==> src/rtl/ysyx_22040237_mc_ctrl.sv <==
// ysyx_22040237_mc_ctrl: multi-cycle fetch/decode/execute/memory/writeback sequencer owning PC, IR and instret
module ysyx_22040237_mc_ctrl #(
    parameter logic [63:0] RESET_PC = 64'h0000_0000_8000_0000,
    parameter logic [31:0] NOP_INST = 32'h0000_0013
) (
    input  logic        clk,
    input  logic        rst,
    output logic        imem_req_valid,
    input  logic        imem_req_ready,
    output logic [63:0] imem_addr,
    input  logic        imem_rsp_valid,
    input  logic [31:0] imem_rsp_data,
    output logic [31:0] inst_o,
    input  logic        dec_is_load,
    input  logic        dec_is_store,
    input  logic        dec_rd_w_en,
    input  logic        dec_is_ebreak,
    input  logic [63:0] next_pc,
    output logic        dmem_req_valid,
    input  logic        dmem_req_ready,
    output logic        dmem_we,
    input  logic        dmem_rsp_valid,
    output logic        rf_w_en,
    output logic [63:0] pc_o,
    output logic [63:0] instret_o,
    output logic        halt,
    output logic [2:0]  state_o
);
    typedef enum logic [2:0] {
        F_REQ  = 3'd0,
        F_WAIT = 3'd1,
        DEC    = 3'd2,
        EXE    = 3'd3,
        M_REQ  = 3'd4,
        M_WAIT = 3'd5,
        WB     = 3'd6,
        HALT   = 3'd7
    } state_t;

    state_t state, state_nx;

    // state register
    always_ff @(posedge clk or posedge rst) begin
        if (rst) state <= F_REQ;
        else     state <= state_nx;
    end

    // next-state selection; HALT is absorbing until reset
    always_comb begin
        state_nx = state;
        case (state)
            F_REQ:   state_nx = imem_req_ready ? F_WAIT : F_REQ;
            F_WAIT:  state_nx = imem_rsp_valid ? DEC : F_WAIT;
            DEC:     state_nx = EXE;
            EXE:     state_nx = dec_is_ebreak ? HALT : (dec_is_load | dec_is_store) ? M_REQ : WB;
            M_REQ:   state_nx = dmem_req_ready ? M_WAIT : M_REQ;
            M_WAIT:  state_nx = dmem_rsp_valid ? WB : M_WAIT;
            WB:      state_nx = F_REQ;
            default: state_nx = HALT;
        endcase
    end

    // architectural registers: IR captured on fetch response, PC and instret advance on retire
    always_ff @(posedge clk or posedge rst) begin
        if (rst) begin
            pc_o      <= RESET_PC;
            inst_o    <= NOP_INST;
            instret_o <= '0;
        end else begin
            if (state == F_WAIT && imem_rsp_valid) inst_o <= imem_rsp_data;
            if (state == WB) begin
                pc_o      <= next_pc;
                instret_o <= instret_o + 64'd1;
            end
        end
    end

    // Moore outputs; request valids and write enable are also gated by rst directly
    assign imem_req_valid = (state == F_REQ) & ~rst;
    assign dmem_req_valid = (state == M_REQ) & ~rst;
    assign dmem_we        = (state == M_REQ) & dec_is_store & ~dec_is_load;
    assign rf_w_en        = (state == WB) & dec_rd_w_en & ~dec_is_store & ~rst;
    assign imem_addr      = pc_o;
    assign halt           = (state == HALT);
    assign state_o        = state;
endmodule

==> config.mk <==
export PLATFORM = sky130hd
export DESIGN_NAME = ysyx_22040237_mc_ctrl
export DESIGN_NICKNAME = d
export VERILOG_FILES = /design/src/rtl/ysyx_22040237_mc_ctrl.sv
export SDC_FILE = /design/constraint.sdc
export NUM_CORES = 1
export LEC_CHECK = 0
export ABC_AREA = 1
export CORE_UTILIZATION = 47
export CTS_BUF_LIST = sky130_fd_sc_hd__clkbuf_4 sky130_fd_sc_hd__clkbuf_8
export DETAILED_ROUTE_END_ITERATION = 12
export GPL_ROUTABILITY_DRIVEN = 0
export PLACE_DENSITY = 0.95
export RECOVER_POWER = 50
export SLEW_MARGIN = 20
export SYNTH_ARGS = -nofsm -noshare
export SYNTH_HDL_FRONTEND = slang
export SYNTH_SLANG_ARGS = --single-unit
==> constraint.sdc <==
create_clock -name clk -period 8.95 [get_ports clk]
set_input_delay 1.3425 -clock clk [delete_from_list [all_inputs] [get_ports clk]]
set_output_delay 1.3425 -clock clk [all_outputs]
set_load 0.01 [all_outputs]
==> impl_metrics.py, run 1 <==
metrics = {
    "routing": {
        "total_drc_errors_in_the_routed_layout": 0,
        "vias": 7400,
        "routed_via_density": 5.010,
        "drt_first_iter_violations": 575,
        "drt_pre_antenna_iters": 6,
        "routedWlPerCell_um": 15.98,
        "wirelength_mm": 23.60,
        "drt.antenna.violating_nets": 0,
    },
    "sta": {
        "grt_setup_unrepaired": "false",
        "finalCritPeriodShare_pct": 65.41,
        "slew_at_the_pin_with_the_worst_max_slew_slack_ps": 3789,
        "final-hold-violation-count": 0,
        "slew-limit-headroom_pct": -154.0,
        "fin_hold_ws_ps": 482.6,
        "maxClockFrequency_mhz": 170.8,
        "report.final.setup_viol": 0,
        "finalSetupTns_ps": 0,
        "slew_violations": 167,
        "fin_worst_skew_ps": 15.04,
        "final_period_minus_worst_setup_slack_ps": 5854,
    },
    "cells_and_area": {
        "ratio_of_cells_with_drive_above_1_in_the_final_layout_pct": 4.917,
        "area_growth_syn_to_layout_pct": 43.57,
        "postLayoutCellArea_um2": 11330,
        "mostFrequentLayoutCell": "nand2_1",
        "layout.area.seq_um2": 4084,
        "n_antenna_cell": 0,
        "multi_input_area_um2": 2969,
        "final_net_count": 1355,
        "filler_cell_count": 1198,
        "layoutNonFillerInstCount": 1477,
        "mostFrequentLayoutCells": "430 x nand2_1, 233 x clkdlybuf4s50_1, 159 x dfrtp_1",
    },
    "run": {
        "max_cap_violations": 2,
    },
    "power": {
        "powerDensity_nw_per_um2": 264.0,
        "power.ir.vdd_worst_v": 0.0001542,
        "switching_share_pct": 36.42,
        "post-layout-total-power_mw": 2.990,
        "clock_power_share_pct": 16.8,
        "power_leakage_nw": 5.337,
        "netSwitchingPower_mw": 1.089,
        "power.sequential.fraction_pct": 38.4,
        "power.internal_mw": 1.901,
        "part_of_the_power_in_combinational_logic_pct": 44.8,
    },
    "cts": {
        "tritoncts": "done",
        "post_cts.repair.setup_buffers": 0,
        "clkTransAtPathRegs_ps": 100,
        "clock_tree.buffer_depth": 2,
        "clock-root-buffer": "clkbuf_8",
        "cts.repair.resized": 0,
        "clk_latency_ps": 460,
        "cts.htree.levels": 4,
        "numCtsBuffers": 17,
        "tritoncts_num_sinks": 163,
        "count_of_hold_fix_buffers_inserted_at_cts": 0,
    },
    "setup_path": {
        "crit_fanout": 79,
        "path_depth": 6,
        "critPathSlowestCell": "nand3_1",
        "crit_arrival_ps": 4510,
        "crit_type": "reg -> out",
        "critical_path.cell_chain": "inv_1 > nand3_1 > clkinv_2 > nand2_1 > nor3_1 > clkdlybuf4s50_1",
        "reg2reg_depth": 9,
        "buffers_and_inverters_on_the_worst_path": 3,
        "cp-end-kind": "primary output",
        "critical_path.max_stage_delay_ps": 2130,
        "crit_family": "simple AND/OR/NAND/NOR gates",
        "cp-start-kind": "flop",
        "critPathRequiredTime_ps": 7610,
    },
    "placed_design": {
        "placed_area_um2": 10980,
        "total_half_perimeter_wirelength_after_legalization_and_detailed_placement_mm": 17.92,
        "placement.io_buffers": 337,
        "numPlacedInstances": 1445,
    },
    "synthesis": {
        "post_synth_instance_area_um2": 7889,
        "synth_seq_cells": 163,
        "ys.warnings.count": 0,
        "syn_avg_cell_area_um2": 8.083,
        "ys_types": 32,
        "synth-seq-area-share_pct": 51.77,
        "synth_fp_nets": 1083,
        "synth_cells": 976,
    },
    "global_route": {
        "grt_first_pass_wirelength_mm": 37.13,
        "grt.overflow.total": 0,
        "grt_antenna_before_repair": 0,
        "overall_track_demand_over_capacity_in_global_routing_pct": 27.25,
        "vias_in_the_first_global_route": 7127,
        "grt_max_degree": 87,
    },
    "worst_hold_path": {
        "min_path_type": "reg -> reg",
        "worst_hold_path.num_cells": 2,
    },
    "outcome": {
        "failed_checks": "capacitance limit, slew limit",
        "run_status": "finished with violations",
    },
    "floorplanning": {
        "core_area_um2": 16120,
        "std_cell_rows": 46,
        "top_level_ports": 338,
        "floorplan.die_area_um2": 17310,
        "floorplan.die.height_um": 131.6,
        "die-width_um": 131.6,
        "starting_density_pct": 48.95,
    },
}
## area by class of cell
| cell class | count | share of cell area, % |
|---|---|---|
| Sequential cell | 163 | 36.06 |
| Multi-Input combinational cell | 664 | 26.22 |
| Inverter | 62 | 2.077 |
| Tap cell | 216 | 2.386 |
| Clock buffer | 22 | 2.618 |
| Clock inverter | 10 | 0.6628 |
| Timing Repair Buffer | 340 | 29.98 |
## sequential cells by signal, summed over array words and instances (netlist names), named ones only
register   count
inst_o        32
state_o        2
imem_addr     64
instret_o     64
## power groups by stage
stage	Clock (mW)	Sequential [mW]	Combinational (mW)
after floorplan	0	1.24	0.615
final	0.502	1.15	1.34
after global routing	0.542	1.18	1.43
after detailed placement	0	1.17	1.42
after CTS	0.514	1.16	1.42
after global placement	0	1.16	1.38
## layer usage
metal / up-vias / track usage [%] / part of all wire (%)
met1: 3460 / 32.28 / 40
met2: 378 / 46.30 / 49
met5: - / 0 / 0
li1: 3490 / - / -
met3: 72 / 6.944 / 7.7
met4: 0 / 12.60 / 3.7
## stage by stage
stage                     worst slack, ps  utilization, %
after CTS                            4761           70.43
after detailed placement             4902           68.12
after global placement               4936           68.12
after global routing                 2647           70.28
after floorplan                      3209               -
final                                3096           70.28
## synthesized netlist by cell type (all sizes together)
master / number / share of area [%]
xnor2: 22 / 2.4
xor2: 23 / 2.6
nor4: 3 / 0.24
o311ai: 1 / 0.11
dfrtp: 159 / 50
nor3: 23 / 1.8
inv: 61 / 2.9
a211oi: 1 / 0.095
nand3: 45 / 3.2
ha: 1 / 0.16
clkinv: 1 / 0.063
nand3b: 2 / 0.19
nor3b: 1 / 0.095
o21ai: 5 / 0.32
nand4: 13 / 1.0
buf: 77 / 6.9
dfstp: 4 / 1.3
nand2: 434 / 21
clkbuf: 10 / 0.48
nor2: 90 / 4.9
## tightest hold or removal path, cell delays in order, from the launching register on
cell and delay (ps):
dfrtp_1 350, nand2_1 50, nand2_1 50
## kinds of logic (layout without fill, tap and decap cells)
family          after synthesis  in the layout  share of synthesized area (%)
simple gates                611            611                          32.21
xor+xnor                     45             45                          4.996
fa+ha+maj                     1              1                         0.1586
buf+inv                     149            434                          10.34
compound gates                7              7                         0.5234
flops                       163            163                          51.77
## worst paths after layout
kind | startpoint | end | slack (ps)
min in group asynchronous | rst | inst_o[21] | 2580
worst max-delay path | state_o[0] | rf_w_en | 3100
max in group asynchronous | rst | instret_o[42] | 4160
worst min-delay path | inst_o[24] | inst_o[24] | 480
worst max register to register | state_o[0] | instret_o[57] | 3940
worst min register to register | inst_o[24] | inst_o[24] | 480
Note: power is estimated with default switching activity, not from simulation.
==> run 2, diff against run 1 <==
--- a/config.mk
+++ b/config.mk
@@ -6,11 +6,11 @@
 export NUM_CORES = 1
 export LEC_CHECK = 0
 export ABC_AREA = 1
-export CORE_UTILIZATION = 47
+export CORE_UTILIZATION = 44
 export CTS_BUF_LIST = sky130_fd_sc_hd__clkbuf_4 sky130_fd_sc_hd__clkbuf_8
 export DETAILED_ROUTE_END_ITERATION = 12
 export GPL_ROUTABILITY_DRIVEN = 0
-export PLACE_DENSITY = 0.95
+export PLACE_DENSITY = 0.92
 export RECOVER_POWER = 50
 export SLEW_MARGIN = 20
 export SYNTH_ARGS = -nofsm -noshare
==> constraint.sdc (replaced) <==
create_clock -name clk -period 6.1 [get_ports clk]
set_input_delay 0.915 -clock clk [delete_from_list [all_inputs] [get_ports clk]]
set_output_delay 0.915 -clock clk [all_outputs]
set_load 0.01 [all_outputs]
==> run 2 against run 1 <==
Effect of this change: the flow now finishes without violations; cell area rose by 0.20%; cell count rose by 0.61%; sequential cell count did not move; critical path depth did not move; sequential share of layout area fell by 0.071 points; register-to-register slack got worse by 1200 ps; setup slack got worse by 790 ps; utilization fell by 5.1 points; largest power group unchanged; combinational power rose by 40%; clock skew fell by 3.3 ps.
==> impl_metrics.py, run 2 (synthesis gave the netlist of run 1 again) <==
metrics = {
    "setup_path": {
        "critPathRequiredTime_ps": 5180,
        "cp-start-kind": "flop",
        "crit_fanout": 79,
        "crit_path_start": "state_o[0]",
        "cp-end-kind": "primary output",
        "worstReg2RegStart": "state_o[0]",
        "crit_arrival_ps": 2880,
        "crit_type": "reg -> out",
    },
    "floorplanning": {
        "std_cell_rows": 48,
        "core_area_um2": 17420,
        "top_level_ports": 338,
        "die-width_um": 135.9,
        "floorplan.die.height_um": 135.9,
        "starting_density_pct": 45.29,
        "floorplan.die_area_um2": 18470,
    },
    "cts": {
        "numCtsBuffers": 17,
        "count_of_hold_fix_buffers_inserted_at_cts": 0,
        "clock-root-buffer": "clkbuf_8",
        "cts.htree.levels": 4,
        "post_cts.repair.setup_buffers": 0,
        "clk_latency_ps": 460,
        "cts.repair.resized": 0,
        "tritoncts_num_sinks": 163,
        "clkTransAtPathRegs_ps": 100,
        "tritoncts": "done",
        "clock_tree.buffer_depth": 2,
    },
    "global_route": {
        "vias_in_the_first_global_route": 7158,
        "grt_max_degree": 116,
        "grt_first_pass_wirelength_mm": 37.34,
        "overall_track_demand_over_capacity_in_global_routing_pct": 26.27,
        "grt_antenna_before_repair": 0,
        "grt.overflow.total": 0,
    },
    "routing": {
        "drt_first_iter_violations": 717,
        "drt.antenna.violating_nets": 0,
        "routed_via_density": 5.073,
        "routedWlPerCell_um": 16.36,
        "drt_pre_antenna_iters": 6,
        "vias": 7539,
        "wirelength_mm": 24.31,
        "total_drc_errors_in_the_routed_layout": 0,
    },
    "placed_design": {
        "placement.io_buffers": 337,
        "numPlacedInstances": 1454,
        "total_half_perimeter_wirelength_after_legalization_and_detailed_placement_mm": 17.97,
    },
    "run": {
        "max_cap_violations": 0,
    },
    "sta": {
        "final_period_minus_worst_setup_slack_ps": 3796,
        "finalSetupTns_ps": 0,
        "finalCritPeriodShare_pct": 62.23,
        "fin_worst_skew_ps": 11.70,
        "maxClockFrequency_mhz": 263.5,
        "report.final.setup_viol": 0,
        "slew-limit-headroom_pct": 34.36,
        "slew_violations": 0,
        "final-hold-violation-count": 0,
        "slew_at_the_pin_with_the_worst_max_slew_slack_ps": 983.5,
        "grt_setup_unrepaired": "false",
    },
    "cells_and_area": {
        "layoutNonFillerInstCount": 1486,
        "ratio_of_cells_with_drive_above_1_in_the_final_layout_pct": 5.075,
        "final_net_count": 1355,
        "mostFrequentLayoutCells": "430 x nand2_1, 184 x clkdlybuf4s50_1, 159 x dfrtp_1",
        "filler_cell_count": 1357,
        "mostFrequentLayoutCell": "nand2_1",
        "area_growth_syn_to_layout_pct": 43.85,
        "n_antenna_cell": 0,
    },
    "power": {
        "powerDensity_nw_per_um2": 379.8,
        "power_leakage_nw": 5.411,
        "power.ir.vdd_worst_v": 0.0002953,
    },
    "worst_hold_path": {
        "min_path_type": "reg -> reg",
        "timing.hold.worst.start": "inst_o[0]",
    },
    "outcome": {
        "run_status": "completed",
    },
}
## run 2: changes by cell type in the layout (fill, tap and decap cells not counted), sizes merged
cell,change
clkinvlp,-4
clkdlybuf4s50,-49
clkbuf,-4
dlygate4sd3,+49
inv,+7
clkinv,+1
## run 2: worst paths after layout
kind                            endpoint  slack [ps]  cells past startpoint
max                              rf_w_en        2300                      6
min                            inst_o[0]         470                      2
max reg2reg                instret_o[55]        2750                      9
min reg2reg                    inst_o[0]         470                      2
max in group asynchronous  imem_addr[54]        3730                      3
min in group asynchronous     inst_o[21]        1150                      2
## run 2: power breakdown
group	switching, mW	internal (mW)	leakage (nW)
combinational	0.911	0.974	3.13
clock	0.442	0.299	0.185
sequential	0.263	1.42	2.10
total	1.62	2.69	5.41
## run 2: layout make-up
class | count | area [µm²] | area share, %
Tap cell | 225 | 281.5 | 2.481
Clock buffer | 18 | 241.5 | 2.128
Clock inverter | 14 | 120.1 | 1.058
Inverter | 62 | 241.5 | 2.128
Multi-Input combinational cell | 664 | 2984 | 26.30
Timing Repair Buffer | 340 | 3396 | 29.92
Sequential cell | 163 | 4084 | 35.99
## run 2: metal layers
layer / part of all wire [%] / global-route usage (%)
met1: 38 / 31.60
met2: 49 / 43.99
met3: 8.8 / 6.898
met4: 4.0 / 12.04
met5: 0 / 0
## run 2: per-stage QoR
step | power, mW | utilization (%) | hold WS (ps) | setup WS [ps] | cell area, µm²
after floorplan | 2.720 | - | 473.6 | 786.6 | 7889
after global placement | 3.721 | 63.10 | 456.2 | 2867 | 10990
after detailed placement | 3.788 | 63.10 | 456.8 | 2859 | 10990
after CTS | 4.532 | 65.17 | 473.5 | 2379 | 11350
after global routing | 4.569 | 65.16 | 488.1 | 2093 | 11350
final | 4.310 | 65.16 | 471.2 | 2304 | 11350
## run 2: critical path, stage by stage, from the launching register on
cell	delay (ps)
dfrtp_1	460
inv_1	230
nand3_4	740
clkinv_2	210
nand2_1	90
nor3_1	140
clkdlybuf4s50_1	560
==> run 3, diff against run 2 <==
==> constraint.sdc (replaced) <==
create_clock -name clk -period 3.7 [get_ports clk]
set_input_delay 0.555 -clock clk [delete_from_list [all_inputs] [get_ports clk]]
set_output_delay 0.555 -clock clk [all_outputs]
set_load 0.01 [all_outputs]
==> run 3 against run 2 <==
Effect of this change: the run now ends with capacitance limit, slew limit left; worst hold slack better by 13 ps; cell count grew 0.20%; sequential cell count is the same; largest cell class unchanged; routed wire length is 1.1% higher; clock-buffer cell count decreased by 1; critical path type is now reg -> reg.
==> impl_metrics.py, run 3 (synthesis gave the netlist of run 1 again) <==
metrics = {
    "cts": {
        "tritoncts_num_sinks": 163,
        "clock_tree.buffer_depth": 2,
        "cts.repair.resized": 0,
        "post_cts.repair.setup_buffers": 0,
        "cts.htree.levels": 4,
        "clock-root-buffer": "clkbuf_8",
        "clkTransAtPathRegs_ps": 100,
        "tritoncts": "done",
        "clk_latency_ps": 470,
        "numCtsBuffers": 17,
        "count_of_hold_fix_buffers_inserted_at_cts": 0,
    },
    "outcome": {
        "run_status": "finished with violations",
        "failed_checks": "capacitance limit, slew limit",
    },
    "setup_path": {
        "reg2reg_depth": 7,
        "worstReg2RegStart": "state_o[0]",
        "regToRegSetupSlack_ps": 680,
        "cp-start-kind": "flop",
        "crit_fanout": 70,
        "regToRegEndpoint": "instret_o[12]",
        "cp-end-kind": "flop",
        "critPathRequiredTime_ps": 4100,
        "crit_arrival_ps": 3410,
        "crit_type": "reg -> reg",
    },
    "placed_design": {
        "placed_area_um2": 11040,
        "placement.io_buffers": 337,
        "preCtsSetupSlack_ps": 1292,
        "total_half_perimeter_wirelength_after_legalization_and_detailed_placement_mm": 18.55,
        "numPlacedInstances": 1457,
    },
    "global_route": {
        "grt_first_pass_wirelength_mm": 37.55,
        "grt_max_degree": 79,
        "overall_track_demand_over_capacity_in_global_routing_pct": 26.59,
        "grt_antenna_before_repair": 0,
        "grt.overflow.total": 0,
        "vias_in_the_first_global_route": 7294,
    },
    "sta": {
        "report.final.setup_viol": 0,
        "slew-limit-headroom_pct": -0.8452,
        "slew_violations": 70,
        "finalSetupTns_ps": 0,
        "fin_hold_ws_ps": 483.9,
        "maxClockFrequency_mhz": 331.6,
        "fin_worst_skew_ps": 11.81,
        "final-hold-violation-count": 0,
        "slew_at_the_pin_with_the_worst_max_slew_slack_ps": 1513,
        "finalCritPeriodShare_pct": 81.51,
        "final.setup.worst_slack_ps": 684.2,
        "grt_setup_unrepaired": "false",
        "final_period_minus_worst_setup_slack_ps": 3016,
    },
    "cells_and_area": {
        "mostFrequentLayoutCell": "nand2_1",
        "final_util_pct": 65.68,
        "mostFrequentLayoutCells": "429 x nand2_1, 305 x clkdlybuf4s50_1, 159 x dfrtp_1",
        "area_growth_syn_to_layout_pct": 45.01,
        "n_antenna_cell": 0,
        "final_net_count": 1358,
        "ratio_of_cells_with_drive_above_1_in_the_final_layout_pct": 5.063,
        "postLayoutCellArea_um2": 11440,
        "layoutNonFillerInstCount": 1489,
    },
    "power": {
        "powerDensity_nw_per_um2": 660.7,
        "post-layout-total-power_mw": 7.558,
        "clock_power_share_pct": 18.2,
        "power_leakage_nw": 5.312,
        "part_of_the_power_in_combinational_logic_pct": 44.5,
        "power.sequential.fraction_pct": 37.3,
        "power.internal_mw": 4.817,
        "power.ir.vdd_worst_v": 0.0004509,
        "netSwitchingPower_mw": 2.741,
        "switching_share_pct": 36.27,
    },
    "worst_hold_path": {
        "min_path_type": "reg -> reg",
        "hold_end": "inst_o[11]",
        "timing.hold.worst.start": "inst_o[11]",
        "worst_hold_path.num_cells": 2,
    },
    "routing": {
        "total_drc_errors_in_the_routed_layout": 0,
        "routedWlPerCell_um": 16.51,
        "wirelength_mm": 24.58,
        "drt_pre_antenna_iters": 5,
        "drt_first_iter_violations": 550,
        "routed_via_density": 5.076,
        "vias": 7558,
        "drt.antenna.violating_nets": 0,
    },
    "floorplanning": {
        "starting_density_pct": 45.29,
        "core_area_um2": 17420,
        "top_level_ports": 338,
        "std_cell_rows": 48,
        "floorplan.die.height_um": 135.9,
        "floorplan.die_area_um2": 18470,
        "die-width_um": 135.9,
    },
    "run": {
        "max_cap_violations": 1,
    },
}
==> run 3: cell types whose count changed in the layout (fill, tap and decap cells not counted), sizes merged <==
cell / previous run / this run
bufinv: 0 / 2
clkinvlp: 1 / 2
buf: 3 / 5
clkinv: 7 / 5
clkdlybuf4s50: 184 / 305
dlygate4sd3: 153 / 32
==> run 3: layer usage <==
layer	share of wire, %	global-route usage (%)	vias up
met5	0	0	-
met4	4.1	13.58	0
met3	8.6	6.749	79
met2	50	44.70	425
met1	37	31.43	3554
li1	-	-	3500
==> run 3: final cells by class <==
| cell class | count | area, µm² |
|---|---|---|
| Fill cell | 1363 | 5977 |
| Tap cell | 225 | 281.5 |
| Inverter | 62 | 235.2 |
| Multi-Input combinational cell | 664 | 2972 |
| Sequential cell | 163 | 4084 |
| Clock inverter | 15 | 192.7 |
| Timing Repair Buffer | 343 | 3441 |
| Clock buffer | 17 | 234.0 |
==> run 3: critical path, stage by stage (launching register included) <==
cell        delay [ps]
dfrtp_1            470
inv_1              270
nand3_4            110
clkinvlp_2         290
clkbuf_2          1110
nand3_1            300
nor2_1             190
xor2_1             160
==> run 3: how the worst max path moves through the flow <==
stage / depth (start not counted) / from / to
floorplan: 1 / rst / asynchronous set/reset pin
finish: 7 / state_o[0] / instret_o[12]
CTS: 6 / state_o[1] / dmem_we
global route: 7 / state_o[0] / instret_o[12]
detailed placement: 3 / rst / dmem_req_valid
global placement: 3 / rst / imem_req_valid
==> run 3: power groups by stage <==
stage | clock, mW | sequential, mW | combinational [mW]
after floorplan | 0 | 3.00 | 1.49
after global placement | 0 | 2.82 | 3.33
after detailed placement | 0 | 2.84 | 3.44
after CTS | 1.40 | 2.82 | 3.46
after global routing | 1.47 | 2.88 | 3.62
final | 1.38 | 2.82 | 3.36
